<file path="src/rtl/demux1x4_nbit_buffered.sv">
// demux1x4_nbit_buffered
//   Routes a single valid/ready input stream to one of four output channels.
//   Each channel has a one-entry holding register with its own valid/ready
//   handshake. The destination is s when auto=0, or a round-robin pointer
//   when auto=1. The pointer advances only on beats accepted with auto=1.
//
// Ports
//   clk            rising-edge clock
//   rst_n          asynchronous active-low reset
//   x [N-1:0]      input data beat
//   x_valid        input beat present
//   x_ready        input accepted this cycle if x_valid (combinational)
//   s [1:0]        destination channel when auto=0
//   auto           1: destination = round-robin pointer, 0: destination = s
//   z0..z3 [N-1:0] registered channel data
//   v0..v3         registered channel valid
//   r0..r3         channel consumer ready
//   dst [1:0]      current destination (combinational)
`timescale 1ns/1ps
module demux1x4_nbit_buffered #(
  parameter int N = 4
) (
  input  logic         clk,
  input  logic         rst_n,
  input  logic [N-1:0] x,
  input  logic         x_valid,
  output logic         x_ready,
  input  logic [1:0]   s,
  input  logic         auto,
  output logic [N-1:0] z0,
  output logic [N-1:0] z1,
  output logic [N-1:0] z2,
  output logic [N-1:0] z3,
  output logic         v0,
  output logic         v1,
  output logic         v2,
  output logic         v3,
  input  logic         r0,
  input  logic         r1,
  input  logic         r2,
  input  logic         r3,
  output logic [1:0]   dst
);

  logic [3:0][N-1:0] z_q;
  logic [3:0]        v_q;
  logic [3:0]        r_vec;
  logic [1:0]        ptr;
  logic              accept;

  assign r_vec = {r3, r2, r1, r0};

  // x_ready looks only at the destination channel, so a stalled channel
  // never blocks beats headed elsewhere. rst_n gates it so that nothing is
  // accepted while reset is held.
  always_comb begin
    dst     = auto ? ptr : s;
    x_ready = rst_n & (~v_q[dst] | r_vec[dst]);
    accept  = x_valid & x_ready;
  end

  // A load takes priority over a drain in the same cycle. That keeps v set
  // and lets a channel sustain one beat per cycle.
  always_ff @(posedge clk or negedge rst_n) begin
    if (!rst_n) begin
      z_q <= '0;
      v_q <= '0;
      ptr <= '0;
    end else begin
      for (int unsigned i = 0; i < 4; i++) begin
        if (accept && (dst == 2'(i))) begin
          z_q[i] <= x;
          v_q[i] <= 1'b1;
        end else if (v_q[i] && r_vec[i]) begin
          v_q[i] <= 1'b0;
        end
      end
      if (accept && auto) begin
        ptr <= ptr + 2'd1;
      end
    end
  end

  assign z0 = z_q[0];
  assign z1 = z_q[1];
  assign z2 = z_q[2];
  assign z3 = z_q[3];
  assign v0 = v_q[0];
  assign v1 = v_q[1];
  assign v2 = v_q[2];
  assign v3 = v_q[3];

endmodule

</file>
<file path="config.mk">
export PLATFORM = sky130hd
export DESIGN_NAME = demux1x4_nbit_buffered
export DESIGN_NICKNAME = d
export VERILOG_FILES = /design/src/rtl/demux1x4_nbit_buffered.sv
export SDC_FILE = /design/constraint.sdc
export NUM_CORES = 1
export LEC_CHECK = 0
export ABC_AREA = 1
export BUFFER_PORTS_ARGS = -buffer_cell sky130_fd_sc_hd__buf_4
export CAP_MARGIN = 20
export CORE_UTILIZATION = 33
export DETAILED_ROUTE_END_ITERATION = 10
export GPL_ROUTABILITY_DRIVEN = 1
export SLEW_MARGIN = 25
export SYNTH_ARGS = -nofsm -noshare
export SYNTH_HDL_FRONTEND = slang
export SYNTH_SLANG_ARGS = --single-unit
</file>
<file path="constraint.sdc">
create_clock -name clk -period 2.1 [get_ports clk]
set_clock_uncertainty 0.2 [all_clocks]
set_input_delay 0.315 -clock clk [delete_from_list [all_inputs] [get_ports clk]]
set_output_delay 0.315 -clock clk [all_outputs]
set_load 0.02 [all_outputs]
</file>
==> flow_metrics.env <==
export IMPL_cts_clk_slew_worst_paths_ns=0.12
export IMPL_worstMarginPinSlew_ns=0.326
export IMPL_area_growth_synth_to_final_pct=42.2
export IMPL_holdWs_ns=0.0958
export IMPL_initial_core_util_pct=35.0
export IMPL_n_antenna_cell=0
export IMPL_route_detailed_drc=0
export IMPL_netlist_instances=130
export IMPL_tritoncts="yes"
export IMPL_ys_ff_latch=22
export IMPL_core_um2=3080
export IMPL_dp_hpwl_mm=2.09
export IMPL_yosysTopAreaCellShare_pct=51.1
export IMPL_clk_latency_ns=0.30
export IMPL_p_per_area_nw_per_um2=1190
export IMPL_critPathMaxStageDelay_ns=0.42
export IMPL_cts_root_buffer="clkbuf_4"
export IMPL_routed_wl_mm=2.83
export IMPL_max_cap_violations=0
export IMPL_path_max_fanout=7
export IMPL_hold_path_class="in -> reg"
export IMPL_ant_nets=0
export IMPL_relSlewSlack_pct=78.2
export IMPL_antenna_found_initial=0
export IMPL_ys_warnings_count=0
export IMPL_drv_slew=0
export IMPL_dp_slack_ns=0.178
export IMPL_die_area_um2=3500
export IMPL_rsz0062_at_grt="yes"
export IMPL_synth_area_leaders="dfrtp_1, nand2_1, nand4_1"
export IMPL_ios=37
export IMPL_clockBufferDepth=2
export IMPL_end_kind="output pin"
export IMPL_status="finished, final reports clean"
export IMPL_cts_buffers=3
export IMPL_grt_usage_pct=17.5
export IMPL_die_x_um=59.1
export IMPL_multi_input_area_um2=484
export IMPL_vias_per_cell=4.71
export IMPL_p_leak_nw=0.848
export IMPL_first_pass_iters=4
export IMPL_path_cells="nand2_4, nand2_4, nand2_1, nand2_1, nand2_1, nand2_1, inv_2, a21oi_4, buf_6"
export IMPL_cpMostUsedCell="nand2_1"
export IMPL_worstPathArrival_ns=1.50
export IMPL_min_period_ns=2.01
export IMPL_syn_nets=144
export IMPL_drt_iter0_drc=27
export IMPL_port_buffers=36
export IMPL_crit_family="flip-flops"
export IMPL_path_class="reg -> out"
export IMPL_post_route_period_util_pct=95.8
export IMPL_ys_seq_area_share_pct=51.1
export IMPL_syn_avg_cell_area_um2=8.29
export IMPL_htreeDepth=1
export IMPL_cp_slowest_cell="dfrtp_1"
export IMPL_ff_latch_area_um2=551
export IMPL_synth_area_um2=1080
export IMPL_critPathRequiredTime_ns=1.58
export IMPL_hold_viol=0
export IMPL_cts_sinks=22
export IMPL_grt_max_degree=24
export IMPL_tns_ns=0
export IMPL_drive_gt1_share_pct=32.2
export IMPL_post_drt_wl_per_cell_um=12.8
export IMPL_rows=20
export IMPL_yosysTopAreaCell="dfrtp_1"
export IMPL_finalNetCount=193
export IMPL_grt_pass1_vias=1017
export IMPL_die_height_um=59.1
export IMPL_fmax_mhz=497
export IMPL_synth_cell_types=16
export IMPL_ir_drop_mv=0.604
export IMPL_place_gp_congestion=0.817
export IMPL_grt_pass1_wl_mm=4.59
export IMPL_critical_path_buf_inv_count=2
export IMPL_fill_cells=301
export IMPL_stdcell_count=221
export IMPL_setup_ws_ns=0.0881
export IMPL_worst_setup_path_start_kind="flop"
export IMPL_grt_overflow_total=0
export IMPL_setup_viol=0
export IMPL_vias=1041
export IMPL_place_inst=209
sequential cells by signal, indices dropped and copies added, names as in the netlist:
| name | count |
|---|---|
| z2 | 4 |
| v_q | 4 |
| z1 | 4 |
| ptr | 2 |
| z3 | 4 |
| z0 | 4 |
worst reg2reg max path, stage by stage (launching register included):
cell     delay (ns)
dfrtp_1        0.43
nand2_4        0.12
nand2_4        0.08
buf_4          0.15
nor2_1         0.28
nand4_1        0.29
nand2_1        0.13
nand2_1        0.06
synth_stat cells, drive strengths merged:
| cell type | instances |
|---|---|
| dfrtp | 22 |
| buf | 2 |
| inv | 12 |
| o21ai | 5 |
| nand2 | 57 |
| xor2 | 1 |
| clkbuf | 1 |
| a21oi | 1 |
| nor2 | 2 |
| nand4 | 23 |
| nand3 | 4 |
through the flow:
step / power (mW) / util [%] / area [um^2]
2_1_floorplan: 1.19 / - / 1080
3_3_place_gp: 1.55 / 45.4 / 1400
3_5_place_dp: 1.56 / 45.4 / 1400
4_1_cts: 1.78 / 48.0 / 1480
5_1_grt: 1.95 / 49.8 / 1530
6_report: 1.82 / 49.8 / 1530
kinds of logic after synthesis:
group | synth area share [%]
and+or+nand+nor | 37.9
DFF | 51.1
AOI/OAI and AO/OA | 4.18
xor gates and xnor gates | 0.813
buffers and inverters | 6.04
final cells by class:
class,count,area share (%)
clock buffer,3,1.47
inverter,12,2.94
multi-input combinational,93,31.6
sequential,22,35.9
tap,44,3.59
timing repair buffer,47,24.4
routing by layer:
metal / up-vias / global-route usage, % / part of all wire [%]
li1: 528 / - / -
met2: 36 / 26.3 / 45
met1: 475 / 25.6 / 48
met5: - / 0 / 0
met4: 0 / 7.14 / 0.67
met3: 2 / 1.97 / 5.5
power by group:
group          switching, mW  internal, mW
combinational          0.523         0.398
sequential             0.113         0.595
clock                  0.121        0.0669
worst paths after layout:
path / start / end / slack (ns) / cells past startpoint
max in group asynchronous: rst_n / z0[0] / 1.09 / 3
min in group asynchronous: rst_n / z1[1] / 0.16 / 2
worst max register to register: ptr[0] / z0[1] / 0.26 / 7
worst max-delay path: ptr[0] / x_ready / 0.09 / 9
worst min-delay path: x[0] / z2[0] / 0.1 / 3
worst min register to register: z3[3] / z3[3] / 0.30 / 2
cells in the final DEF, fill, tap and decap left out:
master / Yosys / layout
a21oi_4: 1 / 1
buf_4: 0 / 41
buf_6: 1 / 1
clkbuf_4: 0 / 3
dfrtp_1: 22 / 22
dlygate4sd3_1: 0 / 3
dlymetal6s4s_1: 0 / 2
inv_1: 10 / 10
inv_2: 2 / 2
nand2_1: 52 / 50
nand2_2: 3 / 4
nand2_4: 2 / 3
nand3_1: 4 / 3
nand3_2: 0 / 1
nand4_1: 23 / 23
nor2_1: 2 / 2
o21ai_0: 4 / 4
o21ai_4: 0 / 1
xor2_1: 1 / 1
what timing repair did:
action | 4_1_cts | 5_1_grt
setup endpoints to repair | 1 | 1
endpoints found under the hold margin | 26 | 0
hold buffers | 5 | 0
setup buffers | 1 | 6
pin swaps | 0 | 5
gates resized for setup | 0 | 8
No activity file was read; power rests on OpenSTA's default activity.
